[src/rtl/adder_pipe_nbit_if.sv]
// Streaming operand/result bundle for the pipelined add/subtract unit.
// master drives operands and result-ready; slave is the adder.
interface adder_pipe_nbit_if #(
  parameter int WIDTH = 32
) ();
  logic             in_valid;
  logic             in_ready;
  logic [WIDTH-1:0] a;
  logic [WIDTH-1:0] b;
  logic             cin;
  logic             sub;
  logic             out_valid;
  logic             out_ready;
  logic [WIDTH-1:0] sum;
  logic             cout;
  logic             ovf;

  modport master (
    output in_valid,
    output a,
    output b,
    output cin,
    output sub,
    output out_ready,
    input  in_ready,
    input  out_valid,
    input  sum,
    input  cout,
    input  ovf
  );

  modport slave (
    input  in_valid,
    input  a,
    input  b,
    input  cin,
    input  sub,
    input  out_ready,
    output in_ready,
    output out_valid,
    output sum,
    output cout,
    output ovf
  );
endinterface

[src/rtl/adder_pipe_nbit.sv]
// Pipelined WIDTH-bit add/subtract, one CHUNK-bit slice resolved per stage.
// Pending operand slices shrink as the beat moves; resolved bits grow.
module adder_pipe_nbit #(
  parameter int WIDTH = 32,
  parameter int CHUNK = 8
) (
  input logic              clk,
  input logic              rst_n,
  adder_pipe_nbit_if.slave bus
);
  localparam int STAGES = WIDTH / CHUNK;

  logic             adv;
  logic             valid_q;
  logic [WIDTH-1:0] sum_q;
  logic             cout_q;
  logic             ovf_q;

  assign adv           = !valid_q || bus.out_ready;
  assign bus.in_ready  = adv;
  assign bus.out_valid = valid_q;
  assign bus.sum       = sum_q;
  assign bus.cout      = cout_q;
  assign bus.ovf       = ovf_q;

  for (genvar k = 0; k < STAGES; k++) begin : g_st
    localparam int PW = WIDTH - k * CHUNK;
    localparam int RW = (k + 1) * CHUNK;

    logic           v_in;
    logic           sub_in;
    logic           c_in;
    logic [PW-1:0]  a_in;
    logic [PW-1:0]  b_in;
    logic [CHUNK:0] sl;
    logic [RW-1:0]  r_d;

    if (k == 0) begin : g_src
      assign v_in   = bus.in_valid;
      assign sub_in = bus.sub;
      assign c_in   = bus.sub ^ bus.cin;
      assign a_in   = bus.a;
      assign b_in   = bus.sub ? ~bus.b : bus.b;
      assign r_d    = sl[CHUNK-1:0];
    end else begin : g_src
      assign v_in   = g_st[k-1].g_reg.v_q;
      assign sub_in = g_st[k-1].g_reg.sub_q;
      assign c_in   = g_st[k-1].g_reg.c_q;
      assign a_in   = g_st[k-1].g_reg.a_q;
      assign b_in   = g_st[k-1].g_reg.b_q;
      assign r_d    = {sl[CHUNK-1:0],
                       g_st[k-1].g_reg.r_q};
    end

    assign sl = {1'b0, a_in[CHUNK-1:0]}
              + {1'b0, b_in[CHUNK-1:0]}
              + {{CHUNK{1'b0}}, c_in};

    if (k < STAGES - 1) begin : g_reg
      logic             v_q;
      logic             sub_q;
      logic             c_q;
      logic [PW-CHUNK-1:0] a_q;
      logic [PW-CHUNK-1:0] b_q;
      logic [RW-1:0]    r_q;

      always_ff @(posedge clk) begin
        if (!rst_n) begin
          v_q   <= 1'b0;
          sub_q <= 1'b0;
          c_q   <= 1'b0;
          a_q   <= '0;
          b_q   <= '0;
          r_q   <= '0;
        end else if (adv) begin
          v_q <= v_in;
          if (v_in) begin
            sub_q <= sub_in;
            c_q   <= sl[CHUNK];
            a_q   <= a_in[PW-1:CHUNK];
            b_q   <= b_in[PW-1:CHUNK];
            r_q   <= r_d;
          end
        end
      end
    end else begin : g_out
      // Overflow: equal operand signs whose result sign differs.
      always_ff @(posedge clk) begin
        if (!rst_n) begin
          valid_q <= 1'b0;
          sum_q   <= '0;
          cout_q  <= 1'b0;
          ovf_q   <= 1'b0;
        end else if (adv) begin
          valid_q <= v_in;
          if (v_in) begin
            sum_q  <= r_d;
            cout_q <= sub_in ^ sl[CHUNK];
            ovf_q  <= (a_in[CHUNK-1] == b_in[CHUNK-1])
                   && (sl[CHUNK-1] != a_in[CHUNK-1]);
          end
        end
      end
    end
  end
endmodule

[src/flat_wrapper.sv]
// flat-port wrapper written by rule: the top's interface ports become plain ports
module adder_pipe_nbit_flat 
#(
  parameter int WIDTH = 32,
  parameter int CHUNK = 8
)
  (clk, rst_n, bus_in_valid, bus_a, bus_b, bus_cin, bus_sub, bus_out_ready, bus_in_ready, bus_out_valid, bus_sum, bus_cout, bus_ovf);
  adder_pipe_nbit_if #(.WIDTH(WIDTH)) bus_i ();
  input logic clk;
  input logic rst_n;
  input wire logic [$bits(bus_i.in_valid)-1:0] bus_in_valid;
  input wire logic [$bits(bus_i.a)-1:0] bus_a;
  input wire logic [$bits(bus_i.b)-1:0] bus_b;
  input wire logic [$bits(bus_i.cin)-1:0] bus_cin;
  input wire logic [$bits(bus_i.sub)-1:0] bus_sub;
  input wire logic [$bits(bus_i.out_ready)-1:0] bus_out_ready;
  output wire logic [$bits(bus_i.in_ready)-1:0] bus_in_ready;
  output wire logic [$bits(bus_i.out_valid)-1:0] bus_out_valid;
  output wire logic [$bits(bus_i.sum)-1:0] bus_sum;
  output wire logic [$bits(bus_i.cout)-1:0] bus_cout;
  output wire logic [$bits(bus_i.ovf)-1:0] bus_ovf;
  assign bus_i.in_valid = bus_in_valid;
  assign bus_i.a = bus_a;
  assign bus_i.b = bus_b;
  assign bus_i.cin = bus_cin;
  assign bus_i.sub = bus_sub;
  assign bus_i.out_ready = bus_out_ready;
  assign bus_in_ready = bus_i.in_ready;
  assign bus_out_valid = bus_i.out_valid;
  assign bus_sum = bus_i.sum;
  assign bus_cout = bus_i.cout;
  assign bus_ovf = bus_i.ovf;
  adder_pipe_nbit #(.WIDTH(WIDTH), .CHUNK(CHUNK)) u_core (.clk(clk), .rst_n(rst_n), .bus(bus_i));
endmodule
[config.mk]
export PLATFORM = sky130hd
export DESIGN_NAME = adder_pipe_nbit_flat
export DESIGN_NICKNAME = d
export VERILOG_FILES = /design/src/rtl/adder_pipe_nbit_if.sv /design/src/rtl/adder_pipe_nbit.sv /design/src/flat_wrapper.sv
export SDC_FILE = /design/constraint.sdc
export NUM_CORES = 1
export LEC_CHECK = 0
export BUFFER_PORTS_ARGS = -buffer_cell sky130_fd_sc_hd__buf_2
export CAP_MARGIN = 20
export CORE_MARGIN = 2
export CORE_UTILIZATION = 58
export CTS_BUF_LIST = sky130_fd_sc_hd__clkbuf_8 sky130_fd_sc_hd__clkbuf_16
export CTS_CLUSTER_SIZE = 16
export DETAILED_ROUTE_END_ITERATION = 7
export GPL_ROUTABILITY_DRIVEN = 0
export GPL_TIMING_DRIVEN = 0
export PLACE_DENSITY = 0.85
export SLEW_MARGIN = 5
export SYNTH_ARGS = -nofsm -noshare
export SYNTH_HDL_FRONTEND = slang
export SYNTH_SLANG_ARGS = --single-unit
export TNS_END_PERCENT = 10
[constraint.sdc]
create_clock -name clk -period 3.2 [get_ports clk]
set_clock_uncertainty 0.15 [all_clocks]
set_input_delay 0.16 -clock clk [delete_from_list [all_inputs] [get_ports clk]]
set_output_delay 0.16 -clock clk [all_outputs]
set_load 0.05 [all_outputs]
### Word-level counts from Yosys, hierarchy flattened

Index checks and enable logic that the tools add are counted.

| storage, ports and cells | value |
|---|---|
| bits in registers | 188 |
| bits in latches | 0 |
| memory bits (writable) | 0 |
| ROM bits | 0 |
| input bits | 70 |
| logic and storage cells | 43 |
| memories kept | 0 |

| cells by class | value |
|---|---|
| add/sub/neg operators | 8 |
| multiply operators | 0 |
| div/mod/pow operators | 0 |
| $lt $le $gt $ge | 0 |
| equal/unequal tests | 2 |
| shift operators | 0 |
| mux-type cells | 1 |
| bitwise gates (word level) | 3 |
| reductions and logical operators | 7 |

Operator list:

| cell | count |
|---|---|
| adder 8 x 8 -> 9 bit | 4 |
| adder 9 x 1 -> 9 bit | 4 |
| two-way mux 32 bit | 1 |
| inverter 32 bit | 1 |
| AND reduction 2 bit | 4 |
| bitwise XOR 1 bit | 2 |
| equality test 1 bit | 1 |
| logical AND 1 bit | 1 |
| zero test 1 bit | 1 |
| logical OR 1 bit | 1 |
| inequality test 1 bit | 1 |

### Longest topological paths before layout

| depth | value |
|---|---|
| depth in word-level cells | 4 |
| gate-level depth with buffers | 11 |
| depth with buffers taken out | 8 |

### Worst setup path before layout

No wires, ideal clock.

| path | value |
|---|---|
| path type | input -> register |
| start point | in bus_sub |
| end point | reg u_core.g_st[0].g_reg.r_q[6] |
| library setup time | 64 ps |
| data arrival time | 2639 ps |
| path slack | 347 ps |
| stages | 11 |
| path through | buf_2 buf_2 buf_4 xor2_1 fa_1 fa_1 a21o_1 a21oi_1 o21ai_0 or3_1 nand4_1 |

| on the way | value |
|---|---|
| longest elaborated chain between the ends | 3 |
| elaborated cells on any way between the ends | 4 |
| classes of those cells | add/sub (2); mux (1); bitwise (1) |

RTL lines:

| item | RTL line | RTL |
|---|---|---|
| from (decl) | flat_wrapper.sv:15 | `input wire logic [$bits(bus_i.sub)-1:0] bus_sub;` |
| two-way mux 32 bit | adder_pipe_nbit.sv:43 | `assign b_in = bus.sub ? ~bus.b : bus.b;` |
| adder 8 x 8 -> 9 bit | adder_pipe_nbit.sv:56 | `+ {1'b0, b_in[CHUNK-1:0]}` |
| adder 9 x 1 -> 9 bit (*) | adder_pipe_nbit.sv:57 | `+ {{CHUNK{1'b0}}, c_in};` |
| to (signal assigned) | adder_pipe_nbit.sv:82 | `r_q <= r_d;` |
| to (decl) | adder_pipe_nbit.sv:65 | `logic [RW-1:0] r_q;` |

Every way passes the cells marked *; elsewhere a longest branch is shown, timed or not.
A chain may end at the register's enable or synchronous reset.

### Worst setup path in the final report

Same ends and word-level chain as after synthesis.

==> reports/qor.txt <==
status - finished clean
Finished Core Util - 0.718
routed wire length - 22.0 mm
maximum VDD drop - 0.397 mV
largest area contributor in the netlist - dfxtp_1
Non-Filler Instances - 1,346
Post CTS Setup Buffer Count - 0
drt initial violations - 538
RSZ-0062 raised after global routing - false
row count - 44
hold crit path type - input pin to register
grt ovf - 0
count of cell types in the netlist - 48
die span in y - 125 um
first-pass GRT wire length - 35.6 mm
vias in the first global route - 7,136
Startpoint Class - input pin
die width - 125 um
initial antenna violation count - 0
combined area of the multi-input logic cells - 4380 sq um
Seq. cell area - 3760 sq um
share of the synthesized area in the top cell type - 0.441
period utilization - 0.869
Skew-Pair Late Insertion Delay - 0.43 ns
asr flop ratio synth - 0
drt pass-1 iters - 8
CP Capture Type - register
area grow syn2layout - 21.9%
DP Cell Count - 1,264
final setup vio count - 0
Post-DP HPWL - 15.3 mm
clk buf depth - 2
min Tclk post-route - 2.78 ns
Worst Path Arrival - 3.00 ns
DRC Markers - 0
IO Port Bufs - 103
Crit Reg-Reg Startpoint - u_core.g_st[2].g_reg.b_q[0]$_SDFFE_PN0P_
nets - 1,255
Max-cap violations - 0
number of synthesized flops with an enable pin - 0
sequential power share - 0.471
switching power of the nets - 1.28 mW
Comb power frac - 0.111
core area - 14,500 sq um
Setup TNS - 0 ns
Antenna Nets Post-Route - 0
CTS root buffer - clkbuf_16
CTS tree - yes
launch point of the worst path - bus_sub
Yosys reg bits - 188
synthesized cell area - 8530 sq um
cell-internal power - 4.00 mW
initial core utilization - 0.589
GR Util All Layers - 0.282
clock network power share - 0.418
most frequent cells in the layout - nand2_1, dfxtp_1, buf_2
H-tree levels - 4
Setup CP Type - input pin to register
layout cells sized above 1 - 0.164
Hold Crit Start - bus_a[6]
critical-path maximum fanout - 10
via/cell ratio - 5.56
Die ar. - 15,700 sq um
Num CTS Buffers - 17
Required @ worst endpoint - 3.42 ns
I/O pin total - 106
# clock sinks - 188
fill cell total of the finished layout - 1,089
register area share after synthesis - 0.441
static leakage - 4.35 nW
Fin. Hold Viols - 0
fin. max-slew vios - 0
Slew @ Worst Pin - 0.656 ns
Slew headroom - 0.563
fmax - 0.360 GHz
Synth warnings - 0
antenna cell count - 0
main area contributors after synthesis - dfxtp_1, nand2_1, a21boi_0
pwr/cell area - 508 nW/um^2
Synth Flop Type - dfxtp_1
drt wl/cell - 16.3 um
syn avg cell area - 8.73 sq um
Mapped Nets - 1,083
sw frac - 0.242
largest net degree at the start of global routing - 17
vias post-DR - 7,478
clock slew at reported path FFs - 0.07 ns
commonest non-fill, non-tap cell in the layout - nand2_1
synthesized instance count - 977
==> kinds of logic (layout without fill, tap and decap cells) <==
| kind of cell | after synthesis | in the layout | share of synthesized area |
|---|---|---|---|
| multiplexers | 1 | 1 | 0.00117 |
| AO/OA/AOI/OAI | 243 | 243 | 0.212 |
| AND/OR/NAND/NOR | 392 | 392 | 0.198 |
| flip-flops | 188 | 188 | 0.441 |
| buffers and inverters | 77 | 262 | 0.0459 |
| XOR/XNOR | 40 | 40 | 0.0411 |
| adder cells (fa/ha/maj) | 36 | 36 | 0.0598 |
==> layer usage <==
| metal | share of wire | vias up | GRT usage | routed length, um |
|---|---|---|---|---|
| met5 | 0 | - | 0 | 0 |
| met4 | 0.029 | 0 | 0.110 | 639 |
| met3 | 0.062 | 53 | 0.0479 | 1360 |
| met2 | 0.47 | 299 | 0.468 | 10400 |
| met1 | 0.44 | 3465 | 0.368 | 9610 |
| li1 | - | 3661 | - | - |
==> cell type report <==
class	count	share of cell area
Tap cell	184	0.0221
Sequential cell	188	0.362
Buffer	69	0.0348
Clock buffer	21	0.0462
Multi-Input combinational cell	712	0.421
Inverter	8	0.00289
Clock inverter	11	0.0135
Timing Repair Buffer	153	0.0977
==> flip-flops by register name, indices dropped and copies added, names as in the netlist <==
name,cells
u_core.g_st.g_reg.v_q,3
u_core.g_st.g_reg.sub_q,3
u_core.bus.cout,1
u_core.bus.sum,32
u_core.g_st.g_reg.b_q,48
u_core.bus.ovf,1
u_core.g_st.g_reg.c_q,3
u_core.g_st.g_reg.a_q,48
u_core.g_st.g_reg.r_q,48
u_core.bus.out_valid,1
==> synth_stat cells, types with 7 or more instances <==
cell type	count
a21boi_0	133
xor2_1	14
o211a_1	28
nor2b_1	10
and2_1	11
nand3_1	24
xnor2_1	26
dfxtp_1	188
ha_1	28
o21a_1	9
fa_1	8
inv_1	7
nand2_1	310
a21oi_1	20
buf_2	40
o21ai_0	15
o211ai_1	11
nand4b_1	8
clkbuf_1	20
==> per-stage QoR <==
step / setup WS [ns] / power, mW / area (sq um) / hold slack (ns)
after floorplan: 0.347 / 2.88 / 8530 / 0.155
after global placement: 0.0698 / 3.04 / 9280 / 0.264
after detailed placement: 0.000304 / 3.06 / 9280 / 0.267
after CTS: 0.444 / 5.27 / 10400 / 0.0461
after global routing: 0.241 / 5.46 / 10400 / 0.0634
final: 0.419 / 5.28 / 10400 / 0.0526
==> final timing paths <==
kind / endpoint / slack [ns] / cells after the start
worst max-delay path: u_core.g_st[0].g_reg.r_q[6]$_SDFFE_PN0P_ / 0.42 / 11
worst min-delay path: u_core.g_st[0].g_reg.c_q$_SDFFE_PN0P_ / 0.05 / 4
worst max register to register: u_core.bus.sum[28]$_SDFFE_PN0P_ / 0.74 / 7
worst min register to register: u_core.bus.sum[15]$_SDFFE_PN0P_ / 0.31 / 2
==> power groups by stage <==
stage                     logic [mW]  registers [mW]  clock network (mW)
final                          0.588            2.49                2.21
after global placement         0.509            2.53                   0
after CTS                      0.576            2.48                2.21
after floorplan                0.365            2.52                   0
after global routing           0.646            2.49                2.32
after detailed placement       0.523            2.54                   0
==> repair_timing <==
| action | CTS | global route |
|---|---|---|
| endpoints found under the hold margin | 53 | 0 |
| hold buffers | 50 | 0 |
| resized for setup | 0 | 0 |
==> critical path, cell delays in order <==
cell and delay [ns]:
buf_2 0.18, buf_2 0.37, buf_4 0.28, xor2_1 0.11
fa_1 0.44, fa_1 0.42, a21o_1 0.17, a21oi_1 0.21
o21ai_0 0.19, or3_1 0.37, nand4_1 0.09
(Power assumes the default switching activity.)
